`src/rtl/mem_port_arbiter.sv`:
```
// rtl/mem_port_arbiter.sv - fetch/data arbiter for a single-port synchronous RAM
// Optional round-robin arbitration when MEM_PORT_ARB_RR_EN is defined.
module mem_port_arbiter #(
   parameter int MEM_LAT      = 1,
   parameter int STARVE_LIMIT = 3
) (
   input  logic        clk,
   input  logic        rst,
   input  logic        if_req,
   input  logic [31:0] if_adr,
   output logic [31:0] if_rdata,
   output logic        if_valid,
   output logic        if_stall,
   input  logic        d_re,
   input  logic        d_we,
   input  logic [31:0] d_adr,
   input  logic [31:0] d_wdata,
   input  logic [3:0]  d_wmask,
   output logic [31:0] d_rdata,
   output logic        d_valid,
   output logic        d_stall,
   output logic        mem_en,
   output logic        mem_we,
   output logic [31:0] mem_adr,
   output logic [31:0] mem_wdata,
   output logic [3:0]  mem_wmask,
   input  logic [31:0] mem_rdata
);
   typedef enum logic [1:0] {IDLE = 2'd0, RD_IF = 2'd1, RD_D = 2'd2} state_t;

   localparam logic [1:0] LAT_LOAD = 2'(MEM_LAT - 1);

   state_t     state, state_nx;
   logic [1:0] lat_cnt, lat_nx;
   logic       d_any, ret_cycle, slot, ret_if, ret_d;
   logic       grant_if, grant_d, wr_grant, rd_grant;
   logic       if_done, d_done, act;

`ifdef MEM_PORT_ARB_RR_EN
   logic       last_if, last_if_nx, hist, hist_nx;
`else
   localparam logic [3:0] STARVE_MAX = 4'(STARVE_LIMIT);
   logic [3:0] starve_cnt, starve_nx;
`endif

   // A new access may be issued when idle or in the cycle the outstanding read returns.
   always_comb begin
      d_any     = d_re | d_we;
      ret_cycle = (state != IDLE) && (lat_cnt == 2'd0);
      slot      = (state == IDLE) || ret_cycle;
      ret_if    = ret_cycle && (state == RD_IF);
      ret_d     = ret_cycle && (state == RD_D);
`ifdef MEM_PORT_ARB_RR_EN
      if (if_req && d_any) begin
         grant_if = slot && hist && !last_if;
      end else begin
         grant_if = slot && if_req;
      end
`else
      grant_if  = slot && if_req && (!d_any || (starve_cnt == STARVE_MAX));
`endif
      grant_d   = slot && d_any && !grant_if;
      wr_grant  = grant_d && d_we;
      rd_grant  = grant_d && !d_we;
   end

   always_comb begin
      state_nx = state;
      lat_nx   = lat_cnt;
      if (slot) begin
         if (grant_if) begin
            state_nx = RD_IF;
            lat_nx   = LAT_LOAD;
         end else if (rd_grant) begin
            state_nx = RD_D;
            lat_nx   = LAT_LOAD;
         end else begin
            state_nx = IDLE;
         end
      end else if (lat_cnt != 2'd0) begin
         lat_nx = lat_cnt - 2'd1;
      end
   end

`ifdef MEM_PORT_ARB_RR_EN
   always_comb begin
      last_if_nx = last_if;
      hist_nx    = hist;
      if (grant_if || grant_d) begin
         last_if_nx = grant_if;
         hist_nx    = 1'b1;
      end
   end
`else
   // Counts data grants that overtook a waiting fetch.
   always_comb begin
      starve_nx = starve_cnt;
      if (!if_req || grant_if) begin
         starve_nx = 4'd0;
      end else if (grant_d && (starve_cnt != STARVE_MAX)) begin
         starve_nx = starve_cnt + 4'd1;
      end
   end
`endif

   always_ff @(posedge clk) begin
      if (rst) begin
         state   <= IDLE;
         lat_cnt <= 2'd0;
`ifdef MEM_PORT_ARB_RR_EN
         last_if <= 1'b0;
         hist    <= 1'b0;
`else
         starve_cnt <= 4'd0;
`endif
      end else begin
         state   <= state_nx;
         lat_cnt <= lat_nx;
`ifdef MEM_PORT_ARB_RR_EN
         last_if <= last_if_nx;
         hist    <= hist_nx;
`else
         starve_cnt <= starve_nx;
`endif
      end
   end

   // Outputs are held at zero during reset so an abandoned read cannot leak through.
   always_comb begin
      act       = !rst;
      mem_en    = act && (grant_if || grant_d);
      mem_we    = act && wr_grant;
      mem_adr   = 32'd0;
      if (act && grant_if) begin
         mem_adr = if_adr;
      end else if (act && grant_d) begin
         mem_adr = d_adr;
      end
      mem_wdata = (act && wr_grant) ? d_wdata : 32'd0;
      mem_wmask = (act && wr_grant) ? d_wmask : 4'd0;
      if_valid  = act && ret_if && if_req;
      d_valid   = act && ret_d && d_re;
      if_rdata  = if_valid ? mem_rdata : 32'd0;
      d_rdata   = d_valid ? mem_rdata : 32'd0;
      if_done   = if_valid;
      d_done    = d_valid || (wr_grant && !d_re);
      if_stall  = act && if_req && !if_done;
      d_stall   = act && d_any && !d_done;
   end
endmodule

```
`config.mk`:
```
export PLATFORM = sky130hd
export DESIGN_NAME = mem_port_arbiter
export DESIGN_NICKNAME = d
export VERILOG_FILES = /design/src/rtl/mem_port_arbiter.sv
export SDC_FILE = /design/constraint.sdc
export NUM_CORES = 1
export LEC_CHECK = 0
export CAP_MARGIN = 20
export CORE_AREA = 2 2 107 109
export CTS_CLUSTER_DIAMETER = 150
export CTS_CLUSTER_SIZE = 24
export DETAILED_ROUTE_END_ITERATION = 8
export DIE_AREA = 0 0 109 111
export HOLD_SLACK_MARGIN = 0.12
export MAX_ROUTING_LAYER = met4
export SYNTH_ARGS = -nofsm -noshare
export SYNTH_HDL_FRONTEND = slang
export SYNTH_SLANG_ARGS = --single-unit
```
`constraint.sdc`:
```
create_clock -name clk -period 2.75 [get_ports clk]
set_clock_uncertainty 0.15 [all_clocks]
set_input_delay 0.55 -clock clk [delete_from_list [all_inputs] [get_ports clk]]
set_output_delay 0.55 -clock clk [all_outputs]
set_load 0.01 [all_outputs]
```
== Word-level counts from Yosys, hierarchy flattened ==
Index checks and enable logic that the tools add are counted.

* Output and inout bits: 138
* Word-level logic and storage cells: 66
* Register bits after elaboration: 8

* Eq/ne operators: 5
* Multiplexer cells: 12
* Bitwise logic cells: 1
* Reduce and logical (&&, ||, !) cells: 43
* Add/sub/neg operators: 2

{| class="wikitable"
|+ Operators by type and width
! kind !! count
|-
| $mux W32 || 5
|-
| $logic_and A1 B1 Y1 || 23
|-
| $mux W2 || 6
|-
| $logic_not A1 Y1 || 8
|-
| $reduce_bool A2 Y1 || 3
|-
| $logic_or A1 B1 Y1 || 5
|-
| $add A4 B1 Y4 const B || 1
|-
| $eq A4 B2 Y1 const B || 1
|-
| $logic_not A2 Y1 || 2
|-
| $mux W4 || 1
|-
| $ne A4 B2 Y1 const B || 1
|-
| $ne A3 B1 Y1 const B || 1
|-
| $eq A2 B1 Y1 const B || 1
|-
| $eq A2 B2 Y1 const B || 1
|-
| $reduce_and A2 Y1 || 1
|-
| $reduce_or A2 Y1 || 1
|-
| $sub A2 B1 Y2 const B || 1
|-
| $or A1 B1 Y1 || 1
|}

== Logic depth before layout (Yosys ltp) ==
Gate-level depths: netlist of run 1.

* Word-level depth: 12
* Gate-level depth with buffers: 7

== Worst setup path after synthesis of run 1 ==
OpenSTA, ideal clock, no wires.

* Kind: reg2out
* From: reg lat_cnt[0]
* To: out mem_wdata[25]
* Setup slack: 0.341 ns
* Data arrival time: 1.709 ns
* Required time: 2.050 ns
* Stages on the path, launching flop included: 8
* Path buffers: 2
* Path through: dfxtp_1 inv_1 ha_1 o21ba_1 buf_6 a2111oi_4 buf_6 and2_1

* Longest elaborated chain between the ends: 10
* Elaborated cells on any way between the ends: 11
* Classes of those cells: mux: 1; reduce/logical: 10

{| class="wikitable"
|+ RTL lines
! element !! RTL line !! RTL
|-
| from (decl) || 34 || <nowiki>logic [1:0] lat_cnt, lat_nx;</nowiki>
|-
| from (signal assigned) || 118 || <nowiki>lat_cnt <= lat_nx;</nowiki>
|-
| $logic_not A2 Y1 (*) || 49 || <nowiki>ret_cycle = (state != IDLE) && (lat_cnt == 2'd0);</nowiki>
|-
| $logic_and A1 B1 Y1 (*) || 49 ||
|-
| $logic_or A1 B1 Y1 (*) || 50 || <nowiki>slot = (state == IDLE) || ret_cycle;</nowiki>
|-
| $logic_and A1 B1 Y1 (2 in series) || 60 || <nowiki>grant_if = slot && if_req && (!d_any || (starve_cnt == STARVE_MAX));</nowiki>
|-
| $logic_not A1 Y1 || 62 || <nowiki>grant_d = slot && d_any && !grant_if;</nowiki>
|-
| $logic_and A1 B1 Y1 (*) || 62 ||
|-
| $logic_and A1 B1 Y1 (*) || 63 || <nowiki>wr_grant = grant_d && d_we;</nowiki>
|-
| $logic_and A1 B1 Y1 (*) || n/a ||
|-
| named net mem_we || 23 || <nowiki>output logic mem_we,</nowiki>
|-
| $mux W32 (*) || 139 || <nowiki>mem_wdata = (act && wr_grant) ? d_wdata : 32'd0;</nowiki>
|-
| to (decl) || 25 || <nowiki>output logic [31:0] mem_wdata,</nowiki>
|}

The timed path passes the listed nets; every way through them passes the cells marked *.

== Final worst setup path of run 1 ==
* From: reg starve_cnt[1]
* To: out mem_adr[10]

* Longest elaborated chain between the ends: 8
* Elaborated cells on any way between the ends: 9
* Classes of those cells: eq/ne: 1; mux: 2; reduce/logical: 6

{| class="wikitable"
|+ RTL lines
! element !! RTL line !! RTL
|-
| from (decl) || 43 || <nowiki>logic [3:0] starve_cnt, starve_nx;</nowiki>
|-
| from (signal assigned) || 123 || <nowiki>starve_cnt <= starve_nx;</nowiki>
|-
| $eq A4 B2 Y1 (*) || 60 ||
|-
| $logic_or A1 B1 Y1 (*) || 60 ||
|-
| $logic_and A1 B1 Y1 (*) || 60 ||
|-
| $logic_not A1 Y1 || 62 ||
|-
| $logic_and A1 B1 Y1 || 62 ||
|-
| $logic_and A1 B1 Y1 || 136 || <nowiki>end else if (act && grant_d) begin</nowiki>
|-
| $mux W32 || 136 ||
|-
| $mux W32 (*) || 134 || <nowiki>if (act && grant_if) begin</nowiki>
|-
| to (decl) || 24 || <nowiki>output logic [31:0] mem_adr,</nowiki>
|}

Every way passes the cells marked *; elsewhere a longest branch is shown, timed or not.

==> parameters.txt, run 1 <==
Parameter                              Value

Pwr
  Power per unit of standard cell area    174.2 nW/um2
  Maximum resistive drop on vdd    162.3 uV
  Clock power share    29.5%
  Switching part of the total    26.83%
  Leakage dissipation    2.434 nW
  Internal portion of total power    0.0006151 W
  PnR Total Power    0.0008407 W
  Sequential share of power    14.4%
  Logic pwr share    between 50% and 60%
  Switching Power    0.0002256 W

Drt
  Met3 layer wire length in the routed design    between 1 and 1.5 mm
  First-pass iteration count of the detailed router    4
  Violation count after the first detailed-route iteration    135
  Top sig layer    met4
  Detailed-route wire length on metal 1    4.302 mm
  Amount of wire on met2 after detailed routing    5.527 mm
  Drt wl/cell    16.87 um
  Via count of the routed design    around 2800
  # DRC    0
  Aggregate routed wire length    11.15 mm
  Detailed-route vias per instance    4.274
  Number of antenna-violating nets in the routed design    0

Timing
  Final cycle utilization of the critical path    between 90% and 100%
  Number of failing setup endpoints in the final timing report    0
  Unrepaired setup endpoints after global routing    false
  Number of pins with negative max-slew slack in the final report    0
  Setup_tns    0 ns
  Measured slew at the worst slew-check pin    0.3706 ns
  Max Clock Freq    372.3 MHz
  Max-slew headroom at the worst pin    75.07%
  Final critical path time including I/O delays and setup    2.686 ns
  Hold violation count in the final report    0

GRT
  Initial antenna violation count    0
  Global-route usage over all layers    18.16%
  Number of global-route vias before repair    3001
  Grt ovf    0
  Global-route wire length before repair    16.68 mm
  Largest net degree at the start of global routing    38

Critical path
  CP delay by family, top    buffers and inverters
  Worst Path Buf+Inv    3
  Critical path's slowest cell    sky130_fd_sc_hd__or3b_4
  Data required time of the worst path    2.05 ns
  Peak fanout along the critical path    5
  Worst reg2reg path startpoint    starve_cnt[1]
  Capturing element type of the critical path    primary output
  Worst Setup SP    starve_cnt[1]
  Endpoint arrival time on the critical path    1.99 ns
  Levels on crit path    7
  Setup crit start kind    flop
  Path type of the worst setup path    reg2out
  Crit-path cells    ha_4, or3b_4, a211oi_4, buf_6, buf_12, a22o_1, buf_2
  Reg2reg path depth    7
  CP peak stage delay    0.40 ns

Logic synthesis
  Synthesized Nets    between 300 and 400
  EDFF count, synth    0
  Synthesized area    1577 um2
  Sequential share of the synthesized area    10.16%
  Seq cells post-synth    8
  Asr flop ratio synth    0%
  Most instantiated cells after synthesis    100 x sky130_fd_sc_hd__and2_1, 32 x sky130_fd_sc_hd__a22o_1, 8 x sky130_fd_sc_hd__dfxtp_1
  Count of yosys warnings during synthesis    0
  Most common cell in the netlist    sky130_fd_sc_hd__and2_1
  Prevailing post-synth register cell    sky130_fd_sc_hd__dfxtp_1
  Cell type with the highest aggregate area in the netlist    sky130_fd_sc_hd__and2_1
  Cell types with the largest area share after synthesis    sky130_fd_sc_hd__and2_1 40%, sky130_fd_sc_hd__a22o_1 18%, sky130_fd_sc_hd__dfxtp_1 10%
  Share of Yosys cell area claimed by the top area cell type    39.68%
  Mean cell area of the mapped netlist    approximately 7.5 um2
  Gate count of the mapped netlist    210
  Yosys cell types    35

Floorplanning
  Area of the die    12100 um2
  Count of pins on the block boundary    between 200 and 300
  Die height    111 um
  Core Footprint    11080 um2
  Die extent in x    about 110 um
  Number of rows in the core area    39
  Initial standard-cell utilization of the core    14.23%

Layout
  Combined area of the multi-input logic cells    1355 um2
  Layout cells sized above 1    23.75%
  Post-synthesis to final-layout area growth    206.2%
  Filler Cell Count    1149
  Net count of the finished layout    659
  Diodes inserted    0
  Final design area excluding fillers    4827 um2
  Storage cell area    165.2 um2

Clock network
  Clock tree root buffer cell    sky130_fd_sc_hd__clkbuf_16
  Count of H-tree levels built during CTS    1
  Clock Sink Count    8
  Clock buffer depth    2
  CTS tree    done
  Clock slew at reported path FFs    roughly 0.040 ns
  Skew-Pair Late Insertion Delay    0.24 ns
  Number of buffers created by CTS    3

Run status
  Result of the run    finished, final reports clean

Place
  Post-detail-place hpwl    8.234 mm
  Global placer's final weighted congestion    about 0.86
  Post-Place Cell Area    4634 um2
  Number of port buffers    between 200 and 300

Worst hold path
  Worst Hold Path Cells    2
  Critical hold path startpoint    lat_cnt[0]
  Min-Delay Path Class    reg2reg

Flow run
  Number of violations of the max-capacitance limit    0
==> cells in the final DEF (no fill, tap or decap), drive strengths merged <==
master and count:
nor3 1, or2 1, buf 85, nor2 6, a21boi 1, o41ai 1
nor2b 2, nand2b 2, a2111oi 3, dfxtp 8, clkdlybuf4s50 134, nand4b 3
o31ai 1, inv 3, nand3 4, a21o 1, a21oi 2, clkdlybuf4s15 11
or3 1, nand4 3, o211ai 1, ha 2, o21ba 2, o21bai 1
or3b 1, a22o 32, a211oi 1, o32ai 2, and2 100, nand2 3
o21ai 3, nor3b 1, dlygate4sd2 78, bufbuf 1, clkbuf 17
==> tightest hold or removal path, cell delays in order, from the launching register on <==
cell	delay, ns
sky130_fd_sc_hd__dfxtp_2	0.32
sky130_fd_sc_hd__buf_4	0.10
sky130_fd_sc_hd__o32ai_1	0.07
==> final timing paths <==
path	end	slack, ns
max	mem_adr[10]	0.06
min	lat_cnt[0]	0.40
max reg2reg	state[0]	0.91
min reg2reg	lat_cnt[0]	0.40
==> repair_timing <==
action	in CTS	in global routing
cloned	9	0
pin swaps	9	5
gates resized for setup	299	28
endpoints found under the setup margin	138	63
hold buffers	0	0
buffers inserted	14	2
==> stage by stage <==
stage	hold WS, ns	instances	worst slack [ns]	utilization (%)
CTS	0.3974	660	-0.004589	44.64
detailed placement	0.3907	634	-0.5141	41.84
global placement	0.3729	634	-0.5136	41.84
finish	0.3958	661	0.06418	43.58
floorplan	0.2988	210	0.3410	-
global route	0.4232	661	0.0002114	43.58
==> registers in the layout (all words and copies together), names as in the netlist <==
signal / count
lat_cnt: 2
starve_cnt: 4
state: 2
==> area by class of cell <==
cell class                      instances  share of cell area [%]
Timing Repair Buffer                  323                   63.01
Multi-Input combinational cell        181                   28.07
Tap cell                              143                   3.707
Sequential cell                         8                   3.421
Clock buffer                            3                   1.555
Inverter                                3                  0.2333
==> power groups by stage <==
stage | combinational, W | clock (W) | sequential (W)
after floorplan | 0.000129 | 0 | 0.000123
after CTS | 0.000479 | 0.000252 | 0.000121
final | 0.000472 | 0.000248 | 0.000121
after detailed placement | 0.000491 | 0 | 0.000122
after global placement | 0.000489 | 0 | 0.000122
after global routing | 0.000504 | 0.000259 | 0.000121
==> routing by layer <==
layer,up-vias,global-route usage (%)
li1,1351,-
met1,1273,21.11
met2,190,32.09
met3,11,3.469
met4,0,3.675
met5,-,-
==> cell families after synthesis <==
logic type      synth area share (%)
flops                          10.16
compound gates                 30.00
simple gates                   50.32
buf+inv                        7.937
fa+ha+maj                      1.587
(Power assumes the default switching activity.)
==> inputs of run 2 (changes only) <==
ABC_CLOCK_PERIOD_IN_PS = 2750   (was unset)
CTS_CLUSTER_DIAMETER = unset   (was 150)
CTS_CLUSTER_SIZE = 16   (was 24)
==> results of run 2 <==
No change in the layout: final DEF, timing and power equal those of run 1.
